### config.mk
export PLATFORM = sky130hd
export DESIGN_NAME = aes_dec_stream_ctrl
export DESIGN_NICKNAME = d
export VERILOG_FILES = /design/src/rtl/aes_dec_stream_ctrl.sv
export SDC_FILE = /design/constraint.sdc
export NUM_CORES = 2
export LEC_CHECK = 0
export CORE_ASPECT_RATIO = 0.7
export CORE_MARGIN = 2
export CORE_UTILIZATION = 52
export CTS_CLUSTER_SIZE = 14
export DETAILED_ROUTE_END_ITERATION = 16
export MAX_ROUTING_LAYER = met4
export PLACE_DENSITY = 0.81
export SLEW_MARGIN = 20
export SYNTH_ARGS = -nofsm -noshare
export SYNTH_HDL_FRONTEND = slang
export SYNTH_SLANG_ARGS = --single-unit
export TNS_END_PERCENT = 10
### constraint.sdc
create_clock -name clk -period 10.2 [get_ports clk]
set_input_delay 1.53 -clock clk [delete_from_list [all_inputs] [get_ports clk]]
set_output_delay 1.53 -clock clk [all_outputs]
set_load 0.03 [all_outputs]
### src/rtl/aes_dec_stream_ctrl.sv
// aes_dec_stream_ctrl: front-end sequencer for the pipelined AES_dec core.
// Handles key loading and expansion wait, streams ciphertext into the core,
// drains in-flight blocks before re-keying, and buffers plaintext in a FIFO
// whose depth also bounds the number of blocks that may be outstanding.
module aes_dec_stream_ctrl #(
  parameter int KEY_EXP_CYCLES = 12,
  parameter int OUT_DEPTH      = 16,
  localparam int CW            = $clog2(OUT_DEPTH + 1)
) (
  input  logic          clk,
  input  logic          rst,
  input  logic          key_load,
  input  logic [127:0]  key_in,
  output logic          key_busy,
  input  logic          ct_valid,
  output logic          ct_ready,
  input  logic [127:0]  ct_data,
  output logic          pt_valid,
  input  logic          pt_ready,
  output logic [127:0]  pt_data,
  output logic [127:0]  core_in,
  output logic [127:0]  core_key,
  output logic          core_enable,
  output logic          core_fsm_en,
  input  logic [127:0]  core_out,
  input  logic          core_valid_out,
  output logic [CW-1:0] inflight,
  output logic          err_spurious
);

  localparam int PW  = (OUT_DEPTH > 1) ? $clog2(OUT_DEPTH) : 1;
  localparam int WCW = (KEY_EXP_CYCLES > 1) ? $clog2(KEY_EXP_CYCLES) : 1;

  typedef enum logic [2:0] {
    IDLE      = 3'd0,
    KEY_START = 3'd1,
    KEY_WAIT  = 3'd2,
    RUN       = 3'd3,
    DRAIN     = 3'd4
  } state_t;

  state_t          state;
  state_t          state_next;
  logic [127:0]    pending_key;
  logic [WCW-1:0]  wait_cnt;
  logic            wait_done;
  logic [127:0]    fifo_mem [OUT_DEPTH];
  logic [PW-1:0]   wr_ptr;
  logic [PW-1:0]   rd_ptr;
  logic [CW-1:0]   fifo_count;
  logic [CW:0]     credit_used;
  logic            accept;
  logic            push;
  logic            pop;

  function automatic logic [PW-1:0] next_ptr(input logic [PW-1:0] p);
    if (p == PW'(OUT_DEPTH - 1)) return '0;
    return p + PW'(1);
  endfunction

  assign wait_done   = (wait_cnt == WCW'(KEY_EXP_CYCLES - 1));
  assign credit_used = {1'b0, inflight} + {1'b0, fifo_count};
  assign ct_ready    = (state == RUN) && !key_load &&
                       (credit_used < (CW + 1)'(OUT_DEPTH));
  assign accept      = ct_valid && ct_ready;
  assign push        = core_valid_out && (inflight != '0);
  assign pt_valid    = (fifo_count != '0);
  assign pop         = pt_valid && pt_ready;
  assign pt_data     = pt_valid ? fifo_mem[rd_ptr] : '0;
  assign key_busy    = (state != RUN);
  assign core_fsm_en = (state == KEY_START);

  // State register for the key/stream sequencer.
  always_ff @(posedge clk or negedge rst) begin
    if (!rst) state <= IDLE;
    else      state <= state_next;
  end

  // Next-state logic; a key request during key setup restarts the load.
  always_comb begin
    state_next = state;
    case (state)
      IDLE:      if (key_load) state_next = KEY_START;
      KEY_START: state_next = key_load ? KEY_START : KEY_WAIT;
      KEY_WAIT: begin
        if (key_load)       state_next = KEY_START;
        else if (wait_done) state_next = RUN;
      end
      RUN:       if (key_load) state_next = DRAIN;
      DRAIN:     if (inflight == '0) state_next = KEY_START;
      default:   state_next = IDLE;
    endcase
  end

  // Key registers: pending key follows the latest request, active key only moves in KEY_START.
  always_ff @(posedge clk or negedge rst) begin
    if (!rst) begin
      pending_key <= '0;
      core_key    <= '0;
    end else begin
      if (key_load)            pending_key <= key_in;
      if (state == KEY_START)  core_key    <= pending_key;
    end
  end

  // Key expansion wait counter, cleared while the load pulse is issued.
  always_ff @(posedge clk or negedge rst) begin
    if (!rst)                   wait_cnt <= '0;
    else if (state == KEY_START) wait_cnt <= '0;
    else if (state == KEY_WAIT)  wait_cnt <= wait_cnt + WCW'(1);
  end

  // Registered core input stage: data holds when nothing is accepted.
  always_ff @(posedge clk or negedge rst) begin
    if (!rst) begin
      core_in     <= '0;
      core_enable <= 1'b0;
    end else begin
      core_enable <= accept;
      if (accept) core_in <= ct_data;
    end
  end

  // In-flight counter spans the registered stage plus the core pipeline.
  always_ff @(posedge clk or negedge rst) begin
    if (!rst) begin
      inflight <= '0;
    end else begin
      case ({accept, push})
        2'b10:   inflight <= inflight + CW'(1);
        2'b01:   inflight <= inflight - CW'(1);
        default: inflight <= inflight;
      endcase
    end
  end

  // Sticky flag for core results that arrive with nothing outstanding.
  always_ff @(posedge clk or negedge rst) begin
    if (!rst)                                     err_spurious <= 1'b0;
    else if (core_valid_out && (inflight == '0))  err_spurious <= 1'b1;
  end

  // Output FIFO storage; contents need no reset because occupancy gates visibility.
  always_ff @(posedge clk) begin
    if (push) fifo_mem[wr_ptr] <= core_out;
  end

  // Output FIFO pointers and occupancy; credit limit keeps pushes off a full FIFO.
  always_ff @(posedge clk or negedge rst) begin
    if (!rst) begin
      wr_ptr     <= '0;
      rd_ptr     <= '0;
      fifo_count <= '0;
    end else begin
      if (push) wr_ptr <= next_ptr(wr_ptr);
      if (pop)  rd_ptr <= next_ptr(rd_ptr);
      case ({push, pop})
        2'b10:   fifo_count <= fifo_count + CW'(1);
        2'b01:   fifo_count <= fifo_count - CW'(1);
        default: fifo_count <= fifo_count;
      endcase
    end
  end

endmodule

==> impl_metrics.py <==
metrics = {
    "logic_synthesis": {
        "async_flop_share": 0.1671,
        "yosysTopAreaCellShare": 0.6572,
        "synth_nets": 4686,
        "synth.most_common_cell": "edfxtp_1",
        "synth_commonest_cells": "edfxtp_1 (2048), mux4_2 (512), dfrtp_1 (411)",
        "syn_avg_cell_area_sq_um": 21.88,
        "ys.flop_type": "edfxtp_1",
        "synth.distinct_cells": 59,
        "synth_seq_area_share": 0.7671,
        "synthCells": 4276,
        "synthTopCellsByArea": "edfxtp_1 (66%), mux4_2 (12%), dfrtp_1 (11%), mux2_2 (3.1%), mux2_4 (1.9%)",
        "ys_ff_latch": 2459,
        "syn-cell-area_sq_mm": 0.09357,
        "synth_enable_flop_cells": 2048,
        "synth_top_area_cell": "edfxtp_1",
        "synth_warnings": 0,
    },
    "timing": {
        "hold_viol_final": 0,
        "period_share": 0.6408,
        "worst_slew_pin_slew_ns": 1.222,
        "slew_violations": 0,
        "finClkSkew_ns": 0.06530,
        "rsz0062_at_grt": "false",
        "setup_viol": 0,
        "max_slew_margin": 0.1854,
        "fin_tns_setup_ns": 0,
        "period_minus_slack_ns": 6.536,
        "clock.fmax_ghz": 0.1530,
        "hold_ws_ns": 0.4924,
    },
    "global_route": {
        "grt_pass1_vias": 48846,
        "grt.overflow.total": 0,
        "grt_max_degree": 155,
        "grt.total_usage": 0.2686,
        "antenna_found_initial": 64,
        "grt_pass1_wl_mm": 346.3,
    },
    "power": {
        "p_int_uw": 21790,
        "peakVddDrop_mv": 0.3121,
        "powerDensity_mw_per_mm2": 295.6,
        "p_switching_uw": 11070,
        "switching_share": 0.3370,
        "comb_power_share": 0.367,
        "seq_power_share": 0.391,
        "power.leakage_uw": 0.03747,
        "clkPwrFrac": 0.242,
    },
    "job": {
        "maxCapViolCount": 0,
    },
    "setup_path": {
        "crit_path_max_fanout": 66,
        "required_ns": 8.67,
        "r2r_slack_ns": 6.36,
        "arrival_ns": 5.01,
        "start_kind": "flip-flop",
        "startpoint": "rd_ptr[0]",
        "endpoint": "pt_data[65]",
        "worstReg2RegStart": "inflight[0]",
        "r2r-end": "fifo_mem[4][25]",
        "cp-end-kind": "output pin",
        "rr_worst_depth": 7,
        "worst-setup-path-type": "flip-flop to output pin",
    },
    "drt": {
        "antenna_left": 0,
        "drt_iter0_drc": 5717,
        "first_pass_iters": 6,
        "via_count": 47081,
        "drt_wl_total_mm": 239.0,
        "drc": 0,
        "vias_per_cell": 6.122,
        "wl_per_cell_um": 31.08,
    },
    "status": {
        "outcome": "finished clean",
    },
    "worst_hold_path": {
        "hold_class": "flip-flop to flip-flop",
    },
    "floorplan": {
        "core-area_sq_mm": 0.1791,
        "die_w_um": 511.0,
        "dieArea_sq_mm": 0.1834,
        "ios": 785,
        "initial_core_util": 0.5225,
        "rows": 130,
        "die_h_um": 358.9,
    },
    "place": {
        "dp_hpwl_mm": 132.8,
        "gp_congestion": 0.8924,
        "portBuffers": 784,
    },
    "cells_and_area": {
        "utilization": 0.6207,
        "drive_above_1_share": 0.2418,
        "layout-area-overhead-vs-synth_pct": 18.80,
        "final_nets": 5523,
    },
    "cts": {
        "cts_buffers": 216,
        "cts_tree": "built",
        "clockBufferDepth": 3,
        "clk_transition_reported_paths_ns": 0.06,
        "clock_sinks": 2459,
        "cts_setup_buffers": 0,
        "clk_latency_ns": 0.86,
        "ctsResizeCount": 0,
        "ctsRootBufferMaster": "clkbuf_16",
        "cts_hold_repair.buffers": 0,
        "h-tree-depth": 4,
    },
}
[worst max-delay path, cell delays in order, from the launching register on]
cell and delay [ns]:
dfrtp_4 0.83, buf_12 0.47, buf_4 0.84, mux4_2 0.62
nand2_1 0.10, a21boi_0 0.16, a221o_1 0.33, clkdlybuf4s50_1 0.61
[cell usage in the layout (no fill, tap or decap), types with 56 or more instances in the layout]
cell type,synthesis,layout
edfxtp_1,2048,2048
clkdlybuf4s50_1,0,782
mux4_2,512,512
dfrtp_1,411,408
nand2_1,273,273
mux2_2,257,257
clkbuf_16,0,218
a221o_1,127,127
mux2_4,120,120
a21boi_0,70,70
clkbuf_1,110,61
a21boi_1,56,56
[stage by stage]
stage	instance area [sq um]	worst slack (ns)	power, uW	cells
6_report	111200	3.664	32860	7690
5_1_grt	111200	3.293	34010	7690
4_1_cts	111000	3.528	33040	7649
3_5_place_dp	104200	4.464	25050	7268
3_3_place_gp	104200	4.533	24860	7268
2_1_floorplan	93580	-1.093	20540	4276
[worst min path at each step]
stage              startpoint        endpoint  slack, ns  depth (start not counted)
2_1_floorplan  pending_key[0]  pending_key[0]       0.47                          1
3_3_place_gp     err_spurious    err_spurious       0.44                          1
3_5_place_dp     err_spurious    err_spurious       0.46                          1
4_1_cts          err_spurious    err_spurious       0.48                          1
5_1_grt          err_spurious    err_spurious       0.51                          1
6_report         err_spurious    err_spurious       0.49                          1
[registers in the layout, indices dropped and copies added, names as in the netlist]
| signal | flops |
|---|---|
| inflight | 5 |
| wr_ptr | 4 |
| core_key | 128 |
| wait_cnt | 4 |
| state | 3 |
| fifo_mem | 2048 |
| core_enable | 1 |
| fifo_count | 5 |
| rd_ptr | 4 |
| core_in | 128 |
| err_spurious | 1 |
| pending_key | 128 |
[cells by family (layout without fill, tap and decap cells)]
group                    count (synthesis)  after routing  share of synthesized area
AO/OA/AOI/OAI                          309            309                    0.02760
XOR/XNOR                                 8              8                  0.0007487
adder cells (fa/ha/maj)                 20             20                   0.002835
buffers and inverters                  252           1252                    0.01281
flip-flops                            2459           2459                     0.7671
multiplexers                           898            898                     0.1745
other                                    0             38                          0
AND/OR/NAND/NOR                        330            330                    0.01440
[power by group through the flow]
stage	logic (uW)	registers, uW	clock network [uW]
final	12100	12900	7950
after global routing	12600	13000	8460
after CTS	12100	12800	8060
after detailed placement	12000	13000	0
after global placement	11900	13000	0
after floorplan	6690	13900	0
[routing by layer]
metal  share of wire  track usage  routed length [um]  vias up
met1            0.36       0.3340               86260    24887
met3           0.095      0.06180               22610      404
li1                -            -                   -    19256
met5               0            -                   0        -
met4           0.040       0.1041                9458        0
met2            0.50       0.4321              120700     2534
[cell type report]
class	count	area, sq um
sequential	2459	71800
fill	11810	67920
antenna	38	95.09
timing repair buffer	854	8695
multi-input combinational	1565	20740
clock inverter	90	963.4
tap	2376	2973
clock buffer	291	5837
inverter	17	68.82
Power figures use the tool's default switching activity.
